### src/rtl/ctrl_lectura_rtc.sv
// ctrl_lectura_rtc
// Sweeps the RTC register file from FIRST_ADDR to LAST_ADDR. Each address is
// read with a 4-phase rd_req/rd_ack handshake to the bus-cycle controller.
// The returned bytes are captured into the seg/min/hora/dia/mes/anio registers.
// If rd_ack does not arrive within TIMEOUT cycles, the sweep is abandoned and
// the sticky err flag is set.
//
// Ports
//   clk       system clock, rising edge
//   reset     synchronous, active-low reset
//   start_rd  one-cycle sweep request; only accepted in IDLE
//   rd_ack    bus-cycle acknowledge; dato_in is valid while it is high
//   dato_in   byte returned by the RTC bus cycle
//   Addr_L    read address to the address mux
//   rd_req    read request to the bus-cycle controller
//   busy      sweep in progress
//   done      one-cycle pulse when a sweep completes without error
//   err       sticky timeout flag, cleared by the next accepted start_rd
//   seg..anio captured BCD time/date bytes (offsets 0..5 from FIRST_ADDR)
//
// state      | meaning
// -----------+----------------------------------------------------------
// ST_IDLE    | waiting for start_rd; Addr_L holds its last value
// ST_REQ     | rd_req high, waiting for rd_ack, timer running
// ST_RELEASE | data captured, waiting for rd_ack to return low
// ST_DONE    | done pulse cycle
// ST_ERR     | timeout cycle, err already set; back to IDLE next

module ctrl_lectura_rtc #(
  parameter logic [3:0] FIRST_ADDR = 4'h1,
  parameter logic [3:0] LAST_ADDR  = 4'h6,
  parameter logic [7:0] TIMEOUT    = 8'd200
) (
  input  logic       clk,
  input  logic       reset,
  input  logic       start_rd,
  input  logic       rd_ack,
  input  logic [7:0] dato_in,
  output logic [3:0] Addr_L,
  output logic       rd_req,
  output logic       busy,
  output logic       done,
  output logic       err,
  output logic [7:0] seg,
  output logic [7:0] min,
  output logic [7:0] hora,
  output logic [7:0] dia,
  output logic [7:0] mes,
  output logic [7:0] anio
);

  localparam logic [2:0] ST_IDLE    = 3'd0;
  localparam logic [2:0] ST_REQ     = 3'd1;
  localparam logic [2:0] ST_RELEASE = 3'd2;
  localparam logic [2:0] ST_DONE    = 3'd3;
  localparam logic [2:0] ST_ERR     = 3'd4;

  // Last timer value before giving up; the timer never counts past it.
  localparam logic [7:0] TIMER_LAST = TIMEOUT - 8'd1;

  logic [2:0] state;
  logic [7:0] timer;
  logic [3:0] offset;

  // Offsets outside 0..5 complete the handshake but write no register.
  assign offset = Addr_L - FIRST_ADDR;

  always_ff @(posedge clk) begin
    if (!reset) begin
      state  <= ST_IDLE;
      timer  <= 8'd0;
      Addr_L <= 4'h0;
      rd_req <= 1'b0;
      busy   <= 1'b0;
      done   <= 1'b0;
      err    <= 1'b0;
      seg    <= 8'h00;
      min    <= 8'h00;
      hora   <= 8'h00;
      dia    <= 8'h00;
      mes    <= 8'h00;
      anio   <= 8'h00;
    end else begin
      done <= 1'b0;
      case (state)
        ST_IDLE: begin
          if (start_rd) begin
            state  <= ST_REQ;
            Addr_L <= FIRST_ADDR;
            rd_req <= 1'b1;
            busy   <= 1'b1;
            err    <= 1'b0;
            timer  <= 8'd0;
          end
        end
        ST_REQ: begin
          if (rd_ack) begin
            case (offset)
              4'd0:    seg  <= dato_in;
              4'd1:    min  <= dato_in;
              4'd2:    hora <= dato_in;
              4'd3:    dia  <= dato_in;
              4'd4:    mes  <= dato_in;
              4'd5:    anio <= dato_in;
              default: ;
            endcase
            rd_req <= 1'b0;
            state  <= ST_RELEASE;
          end else if (timer == TIMER_LAST) begin
            // err/busy are set on entry so they are already visible in ST_ERR.
            rd_req <= 1'b0;
            busy   <= 1'b0;
            err    <= 1'b1;
            state  <= ST_ERR;
          end else begin
            timer <= timer + 8'd1;
          end
        end
        ST_RELEASE: begin
          if (!rd_ack) begin
            if (Addr_L == LAST_ADDR) begin
              done  <= 1'b1;
              busy  <= 1'b0;
              state <= ST_DONE;
            end else begin
              Addr_L <= Addr_L + 4'd1;
              timer  <= 8'd0;
              rd_req <= 1'b1;
              state  <= ST_REQ;
            end
          end
        end
        ST_DONE: state <= ST_IDLE;
        ST_ERR:  state <= ST_IDLE;
        default: state <= ST_IDLE;
      endcase
    end
  end

endmodule
### config.mk
export PLATFORM = sky130hd
export DESIGN_NAME = ctrl_lectura_rtc
export DESIGN_NICKNAME = d
export VERILOG_FILES = /design/src/rtl/ctrl_lectura_rtc.sv
export SDC_FILE = /design/constraint.sdc
export NUM_CORES = 1
export LEC_CHECK = 0
export BUFFER_PORTS_ARGS = -buffer_cell sky130_fd_sc_hd__buf_2
export CORE_ASPECT_RATIO = 1.75
export CORE_UTILIZATION = 45
export CTS_CLUSTER_SIZE = 30
export DETAILED_ROUTE_END_ITERATION = 8
export MAX_ROUTING_LAYER = met4
export PLACE_DENSITY = 0.69
export SLEW_MARGIN = 40
export SYNTH_ARGS = -nofsm -noshare
export SYNTH_HDL_FRONTEND = slang
export SYNTH_SLANG_ARGS = --single-unit
### constraint.sdc
create_clock -name clk -period 2.6 [get_ports clk]
set_input_delay 0.13 -clock clk [delete_from_list [all_inputs] [get_ports clk]]
set_output_delay 0.13 -clock clk [all_outputs]
set_load 0.01 [all_outputs]
==> results.yml <==
routing:
  antenna_left: 0
  drcViolationCount: 0
  vias: 2311
  vias_per_cell: 5.12
  firstDrtPassIters: 4
  finalWirelength_mm: 6.41
  drtIter0Drc: 115
  routedWlPerCell_um: 14.2
cells_and_area:
  seq_area_um2: 1340
  synthToLayoutAreaGrowth_pct: 22.1
  fillCellCount: 534
  drive_above_1_share: 0.261
  nNetsFinal: 386
  multi_input_area_um2: 1420
  num_antenna_cells: 0
global_routing:
  grt_max_degree: 29
  grt_pass1_vias: 2243
  track_usage: 0.217
  gr-total-overflow: 0
  antenna_found_initial: 0
  grt_pass1_wl_mm: 10.2
clocking:
  post_cts_buffers: 0
  numCtsBuffers: 9
  cts_max_path_buffers: 2
  root_buffer: "clkbuf_8"
  clk_latency_ns: 0.35
  ctsHoldBuffers: 0
  ctsResizeCount: 0
  clkSlewWorstSetupHoldPaths_ns: 0.07
  htreeDepth: 3
  cts_sinks: 67
  cts_tree: "done"
critical_path:
  arrival_ns: 2.38
  cp-start-kind: "flop"
  critPathKind: "flop to flop"
  required_ns: 2.84
  end_kind: "flop"
  r2r_cells: 7
  critPathMaxFanout: 15
  reg2reg_slack_ns: 0.47
sta:
  clock_skew_ns: 0.00957
  rsz0062_at_grt: "no"
  finalHoldViolations: 0
  fmax_ghz: 0.469
  worstMarginPinSlew_ns: 0.571
  worst_slack_ns: 0.467
  period_minus_slack_ns: 2.13
  timing.final.crit_share: 0.820
  finalSetupViolations: 0
  drv_slew: 0
  slew_headroom: 0.619
  fin_setup_tns_ns: 0
floorplan:
  die_h_um: 107
  start_util: 0.464
  ios: 68
  die_w_um: 62.1
  fp.coreArea_um2: 6130
  die_area_um2: 6650
  rows: 38
synthesis:
  syn-cell-area_um2: 2840
  syn-num-nets: 316
  synth_ff_type: "dfxtp_1"
  seq_area_frac_synth: 0.472
  netlist_top_cells_count: "dfxtp_1 (67), nand2_1 (67), mux2i_1 (48)"
  postSynth.asyncResetShare: 0
  synth.top_cell.area_share: 0.472
  synth_edf_count: 0
  ys_ff_latch: 67
  netlist_top_cells_area: "dfxtp_1 (47%), mux2i_1 (17%), nand2_1 (8.8%), ha_1 (3.1%), a21oi_1 (1.8%)"
  netlist_instances: 297
  syn_area_per_cell_um2: 9.58
  ys_types: 44
  yosysTopAreaCell: "dfxtp_1"
  yosys_warnings: 0
pwr:
  peakVddDrop_uv: 422
  p_leak_nw: 1.42
  power.density_nw_per_um2: 626
min_path:
  hold_path_depth: 2
  hold_path_class: "input pin to flop"
placement:
  port_buffers: 67
  dp_slack_ns: 0.480
  finalWeightedCongestion: 0.825
  hpwl_mm: 4.78
run:
  cap_violations: 0
outcome:
  status: "completed"
-- logic make-up after synthesis --
logic type	synth area share
buffers and inverters	0.0295
XOR/XNOR	0.00924
multiplexers	0.177
flip-flops	0.472
adder cells (fa/ha/maj)	0.0308
AND/OR/NAND/NOR	0.199
AO/OA/AOI/OAI	0.0832
-- sequential cells by signal, indices dropped and copies added (netlist names) --
name	flops
hora	8
err	1
busy	1
timer	8
min	8
seg	8
anio	8
done	1
mes	8
state	3
rd_req	1
Addr_L	4
dia	8
-- worst max-delay path, stage by stage, from the launching register on --
cell      delay (ns)
dfxtp_1         0.50
inv_1           0.14
ha_1            0.25
and3b_1         0.21
o21ai_2         0.17
o211ai_2        0.25
o31a_1          0.35
o21a_1          0.18
-- cell type report --
class,count,area share
multi-input cells,212,0.409
flip-flops and latches,67,0.386
repair buffers,71,0.105
clock buffers,11,0.0436
well taps,80,0.0288
clock inverters,4,0.0213
inverters,6,0.00648
-- layer usage --
| layer | global-route usage | part of all wire | vias to the layer above |
|---|---|---|---|
| met5 | - | 0 | - |
| met4 | 0.0937 | 0.019 | 0 |
| met3 | 0.0651 | 0.047 | 12 |
| met2 | 0.368 | 0.53 | 62 |
| met1 | 0.220 | 0.40 | 1073 |
| li1 | - | - | 1164 |
-- path summary, 6_finish.rpt --
| path | from | end |
|---|---|---|
| worst max-delay path | Addr_L[0] | timer[5] |
| worst min-delay path | rd_ack | state[2] |
| worst max register to register | Addr_L[0] | timer[5] |
| worst min register to register | min[0] | min[0] |
-- report_power, final --
part | switching, mW | internal (mW)
logic | 0.0995 | 0.0546
clock network | 0.379 | 0.587
registers | 0.0157 | 1.04
-- per-stage QoR --
| stage | hold WS, ns | power [mW] | area, um^2 | util | instances |
|---|---|---|---|---|---|
| after floorplan | 0.209 | 1.18 | 2840 | - | 297 |
| after global placement | 0.414 | 1.23 | 3250 | 0.530 | 436 |
| after detailed placement | 0.419 | 1.23 | 3250 | 0.530 | 436 |
| after CTS | 0.0418 | 2.20 | 3470 | 0.566 | 451 |
| after global routing | 0.0505 | 2.25 | 3470 | 0.566 | 451 |
| final | 0.0700 | 2.17 | 3470 | 0.566 | 451 |
-- placed cells by master (no fill, tap or decap), types with 2 or more instances in the layout --
cell	netlist	routed
dfxtp_1	67	67
nand2_1	67	67
buf_2	1	67
mux2i_1	48	48
nor2_1	13	13
clkbuf_8	0	11
a21oi_1	10	10
o21ai_0	10	10
ha_1	7	7
inv_1	6	6
or3_1	6	6
and2_1	4	4
nand4_1	4	4
buf_4	4	4
nor3b_1	3	3
o31a_1	3	3
nand3_1	3	3
a31oi_1	2	2
and3b_1	2	2
nor2_4	2	2
and3_1	2	2
nor2_2	2	2
nor4_1	2	2
xnor2_1	2	2
bufinv_16	0	2
(Power assumes the default switching activity.)
